## config.mk

```make
export PLATFORM = sky130hd
export DESIGN_NAME = alu_seq
export DESIGN_NICKNAME = d
export VERILOG_FILES = /design/src/rtl/alu_pkg.sv /design/src/rtl/alu_mul_iter.sv /design/src/rtl/alu_seq.sv
export SDC_FILE = /design/constraint.sdc
export NUM_CORES = 1
export LEC_CHECK = 0
export ABC_CLOCK_PERIOD_IN_PS = 5300
export CAP_MARGIN = 20
export CELL_PAD_IN_SITES_DETAIL_PLACEMENT = 1
export CELL_PAD_IN_SITES_GLOBAL_PLACEMENT = 2
export CORE_MARGIN = 1.5
export CORE_UTILIZATION = 30
export CTS_CLUSTER_SIZE = 28
export DETAILED_ROUTE_END_ITERATION = 7
export PLACE_DENSITY_LB_ADDON = 0.1
export SLEW_MARGIN = 20
export SYNTH_ARGS = -nofsm -noshare
export SYNTH_HDL_FRONTEND = slang
export SYNTH_HIERARCHICAL = 1
export SYNTH_SLANG_ARGS = --single-unit
export TNS_END_PERCENT = 100
```

## constraint.sdc

```tcl
create_clock -name clk -period 5.3 [get_ports clk]
set_input_delay 1.59 -clock clk [delete_from_list [all_inputs] [get_ports clk]]
set_output_delay 1.59 -clock clk [all_outputs]
set_load 0.02 [all_outputs]
```

## src/rtl/alu_pkg.sv

```systemverilog
// alu_pkg: op codes, FSM states and op width shared by alu_seq and alu_mul_iter
package alu_pkg;
  localparam int ALU_OP_W = 4;
  typedef enum logic [ALU_OP_W-1:0] {
    ADD = 4'd0, SUB = 4'd1, AND = 4'd2, OR = 4'd3, XOR = 4'd4, SLT = 4'd5,
    SLTU = 4'd6, SLL = 4'd7, SRL = 4'd8, SRA = 4'd9, PASSB = 4'd10, MUL = 4'd11
  } alu_op_e;
  typedef enum logic [1:0] {IDLE, BUSY, VALID} alu_state_e;
endpackage

```

## src/rtl/alu_mul_iter.sv

```systemverilog
// alu_mul_iter: shift-add multiplier (ports clk/reset/start/a/b -> busy/done/product), low WIDTH bits after WIDTH cycles
module alu_mul_iter #(
  parameter int WIDTH = 32
) (
  input  logic             clk,
  input  logic             reset,
  input  logic             start,
  input  logic [WIDTH-1:0] a,
  input  logic [WIDTH-1:0] b,
  output logic             busy,
  output logic             done,
  output logic [WIDTH-1:0] product
);
  localparam int CW = $clog2(WIDTH) + 1;
  logic [WIDTH-1:0] acc, mcand, mplier;
  logic [CW-1:0] cnt;
  assign done = busy & (cnt == '0);
  assign product = acc;
  always_ff @(posedge clk) begin
    if (reset) begin
      busy <= 1'b0;
      cnt <= '0;
      acc <= '0;
      mcand <= '0;
      mplier <= '0;
    end else if (start) begin
      busy <= 1'b1;
      cnt <= CW'(WIDTH);
      acc <= '0;
      mcand <= a;
      mplier <= b;
    end else if (done) begin
      busy <= 1'b0;
    end else if (busy) begin
      acc <= acc + (mplier[0] ? mcand : '0);
      mcand <= mcand << 1;
      mplier <= mplier >> 1;
      cnt <= cnt - CW'(1);
    end
  end
endmodule

```

## src/rtl/alu_seq.sv

```systemverilog
// alu_seq: registered valid/ready ALU (in: op/src_a/src_b/in_tag, out: result/zero/illegal/out_tag), iterative MUL under ALU_SEQ_MUL_EN
module alu_seq import alu_pkg::*; #(
  parameter int WIDTH = 32,
  parameter int TAG_W = 5
) (
  input  logic                clk,
  input  logic                reset,
  input  logic                in_valid,
  output logic                in_ready,
  input  logic [ALU_OP_W-1:0] op,
  input  logic [WIDTH-1:0]    src_a,
  input  logic [WIDTH-1:0]    src_b,
  input  logic [TAG_W-1:0]    in_tag,
  output logic                out_valid,
  input  logic                out_ready,
  output logic [WIDTH-1:0]    result,
  output logic                zero,
  output logic                illegal,
  output logic [TAG_W-1:0]    out_tag
);
  localparam int SH_W = $clog2(WIDTH);
  alu_state_e state, state_n;
  logic xfer_in, is_mul, mul_busy, mul_done, ill;
  logic [WIDTH-1:0] res, mul_p;
  logic [SH_W-1:0] sh;
`ifdef ALU_SEQ_MUL_EN
  assign is_mul = op == MUL;
  alu_mul_iter #(.WIDTH(WIDTH)) u_mul (
    .clk(clk), .reset(reset), .start(xfer_in & is_mul), .a(src_a), .b(src_b),
    .busy(mul_busy), .done(mul_done), .product(mul_p)
  );
`else
  assign is_mul = 1'b0;
  assign mul_busy = 1'b0;
  assign mul_done = 1'b0;
  assign mul_p = '0;
`endif
  assign sh = src_b[SH_W-1:0];
  assign out_valid = state == VALID;
  assign in_ready = (state == IDLE & !mul_busy) | (state == VALID & out_ready);
  assign xfer_in = in_valid & in_ready;
  always_comb begin
    res = '0;
    ill = 1'b0;
    case (op)
      ADD:     res = src_a + src_b;
      SUB:     res = src_a - src_b;
      AND:     res = src_a & src_b;
      OR:      res = src_a | src_b;
      XOR:     res = src_a ^ src_b;
      SLT:     res = {{(WIDTH-1){1'b0}}, $signed(src_a) < $signed(src_b)};
      SLTU:    res = {{(WIDTH-1){1'b0}}, src_a < src_b};
      SLL:     res = src_a << sh;
      SRL:     res = src_a >> sh;
      SRA:     res = $signed(src_a) >>> sh;
      PASSB:   res = src_b;
      default: ill = 1'b1;
    endcase
  end
  always_comb begin
    state_n = xfer_in ? (is_mul ? BUSY : VALID)
            : state == BUSY ? (mul_done ? VALID : BUSY)
            : (state == VALID & !out_ready) ? VALID : IDLE;
  end
  always_ff @(posedge clk) begin
    if (reset) begin
      state <= IDLE;
      result <= '0;
      zero <= 1'b1;
      illegal <= 1'b0;
      out_tag <= '0;
    end else begin
      state <= state_n;
      if (xfer_in) out_tag <= in_tag;
      if (xfer_in & !is_mul) begin
        result <= res;
        zero <= res == '0;
        illegal <= ill;
      end else if (state == BUSY & mul_done) begin
        result <= mul_p;
        zero <= mul_p == '0;
        illegal <= 1'b0;
      end
    end
  end
endmodule

```

==> run metrics <==
outcome completed; drt first pass iters 6; routability cong. 1.03; Crit Path Class in2reg; post-synthesis cell count 1600; DP Cell Count 2607; Die H 196 um; Slew @ Worst Pin 1.12 ns; DR iter-0 viols 1499; setup violators final 0; Yosys reg bits 41; Clk Latency, worst-skew pair 0.29 ns; Final Cell Area 17400 um^2; Hold Crit Depth 1; # IOs 118; die area 38300 um^2; Max Slew Vio Count 0; final period utilization 0.988; Hold WS 0.452 ns; Die Span X 196 um; vias in the first global route 16000; core area 36600 um^2; fin nets 2339; f_max 191 MHz; worst r2r src state[1]; PD cells 151 nW/um^2; Total Neg Setup Slack 0 ns; clock root buffer clkbuf_16; Reg2Reg Depth 12; CP arrival 5.45 ns; CP startpoint kind input pin; Seq/Total Area, Yosys 0.0737; GR Overflow Total 0; Final Hold Fails 0; max cap viols 0; FF-to-FF setup slack 2.20 ns; number of flops mapped to enable cells by yosys 0; Remaining DRCs 0; layout filler cell count 4609; Rel. slew slack 0.244; worst min-delay path endpoint state[0]; Routed Wire Length 73.3 mm; Cell Area, Synth 11100 um^2; Post-Syn Nets 1777; crit path capture type register; CTS clock-pin slew for the worst setup and hold paths 0.06 ns; CTS Hold Bufs 0; # rows 70; routed via count 15840; library cells used by synthesis 91; Avg WL per Cell 27.8 um; dpl hpwl 61.0 mm; RSZ-0062 raised after global routing yes; Required @ worst endpoint 5.51 ns; Synth warnings 6; antenna violations before repair 3; CTS sink cnt 41; first-pass GRT wire length 107 mm; Port Buf Inserts 117; worst slack at placement -0.598 ns; Num CTS Buffers 5; CTS tree done; Synth async-reset ratio 0; crit path max fanout 7; largest net degree at the start of global routing 59; clk buf depth 2; fin crit period 5.24 ns; Most used DFF post-synth dfxtp_1; Final WS setup 0.0610 ns; final instance count without filler cells 2633; Placed Area 16600 um^2; share of cells above drive strength 1 0.352; Initial Util 0.304; Hold Path Class reg2reg; Hold Crit Start state[1]; register area 821 um^2; Worst VDD drop 0.106 mV; Area Overhead vs Synth 56.6%; r2r endpoint zero; multi-input combinational cell area 9900 um^2; Final Skew 0.00616 ns; H-Tree Depth 2; post-route ant nets 0; mean area per synthesized cell 6.96 um^2; GRT Util Overall 0.374; Leak 7.71 nW; Via density 6.02
-- cell families after synthesis --
logic type / synth area share
AND/OR/NAND/NOR: 0.235
flip-flops: 0.0737
XOR/XNOR: 0.0173
adder cells (fa/ha/maj): 0.114
AO/OA/AOI/OAI: 0.318
buffers and inverters: 0.0880
multiplexers: 0.155
-- where the power goes --
group	switching [mW]	internal (mW)	total [mW]
logic	1.06	0.878	1.94
registers	0.0133	0.334	0.347
clock network	0.123	0.235	0.358
-- timing repair --
action / in CTS / in global routing
setup endpoints to repair: 2 / 3
hold endpoints to repair: 0 / 0
buffers inserted: 1 / 16
pin swaps: 6 / 30
gates cloned: 0 / 0
resized for setup: 21 / 102
-- synthesized netlist by cell type (15+ instances only) --
cell        n  area, um^2
nor2_1    200         751
nand2_1   153         574
a21oi_1   122         611
ha_1       98        1230
inv_1      96         360
o21ai_0    80         400
clkbuf_1   69         259
mux2i_1    59         591
nand3_1    46         230
nor3_1     42         210
a211oi_1   41         308
dfxtp_1    41         821
mux4_2     36         811
o211ai_1   29         218
a31oi_1    27         169
buf_2      27         135
o31ai_1    27         203
mux2_2     25         282
nor2b_1    24         150
a221oi_1   22         193
xnor2_1    21         184
o22ai_1    20         125
nand2b_1   17         106
a22oi_1    15         113
nand4_1    15        93.8
-- metal layers --
layer  global-route usage  vias to the layer above  part of all wire
met1                0.504                     7808              0.43
met4                0.140                        4             0.047
met5                    0                        -           0.00031
met2                0.617                      768              0.45
met3               0.0371                      181             0.068
li1                     -                     7079                 -
-- through the flow --
| stage | power (mW) | util |
|---|---|---|
| after CTS | 2.54 | 0.461 |
| after global routing | 2.77 | 0.476 |
| after floorplan | 1.16 | - |
| after global placement | 2.13 | 0.453 |
| final | 2.64 | 0.477 |
| after detailed placement | 2.15 | 0.453 |
-- layout make-up --
class | count | share of cell area
diodes | 2 | 0.000287
multi-input cells | 1334 | 0.568
inverters | 99 | 0.0213
clock inverters | 2 | 0.00215
flip-flops and latches | 41 | 0.0470
repair buffers | 681 | 0.320
well taps | 468 | 0.0336
clock buffers | 6 | 0.00796
-- state kept, by name, indices dropped and copies added (netlist names) --
signal / cells
out_tag: 5
illegal: 1
state: 2
zero: 1
result: 32
-- how the worst max path moves through the flow --
stage | slack, ns | cells after the start | startpoint | endpoint
6_report | 0.06 | 14 | src_a[2] | zero
5_1_grt | -0.02 | 15 | src_b[14] | zero
4_1_cts | 0.006 | 19 | src_a[16] | zero
3_5_place_dp | -0.60 | 15 | src_a[0] | zero
3_3_place_gp | -0.53 | 15 | src_a[0] | zero
2_1_floorplan | 0.03 | 17 | src_b[2] | zero
-- worst max-delay path, stage by stage --
cell,delay (ns)
clkdlybuf4s50_1,0.44
buf_6,0.14
buf_4,0.16
mux4_2,0.52
a22o_1,0.24
buf_4,0.14
nand3_1,0.06
o21ai_0,0.22
o21ai_0,0.40
o2111ai_1,0.27
nor4b_2,0.33
nand4_1,0.15
or4_4,0.54
o31ai_4,0.24
-- cell usage in the layout, fill, tap and decap left out, types with 7 or more instances in the layout --
cell type / count
or3_1: 7
a21oi_2: 11
mux2i_1: 59
o21ai_0: 74
o21a_1: 8
a22oi_1: 15
nor4_1: 7
clkdlybuf4s50_1: 109
and3_1: 7
nand2b_1: 16
nor3_1: 39
ha_4: 12
nor2_1: 195
o221ai_1: 9
dfxtp_1: 41
buf_4: 548
a21o_1: 8
inv_1: 92
or2_2: 8
a221oi_1: 18
a31oi_1: 27
buf_12: 14
nor2b_1: 22
ha_2: 12
nand3_1: 45
o2111ai_1: 11
nor4_2: 7
o21bai_1: 8
o22ai_1: 20
nand2_1: 151
o31ai_1: 23
a21oi_1: 111
mux4_2: 36
mux2_2: 25
nand4_1: 15
o211ai_1: 29
xnor2_1: 21
a211oi_1: 38
ha_1: 74
o21ai_1: 10
No activity file was read; power rests on OpenSTA's default activity.
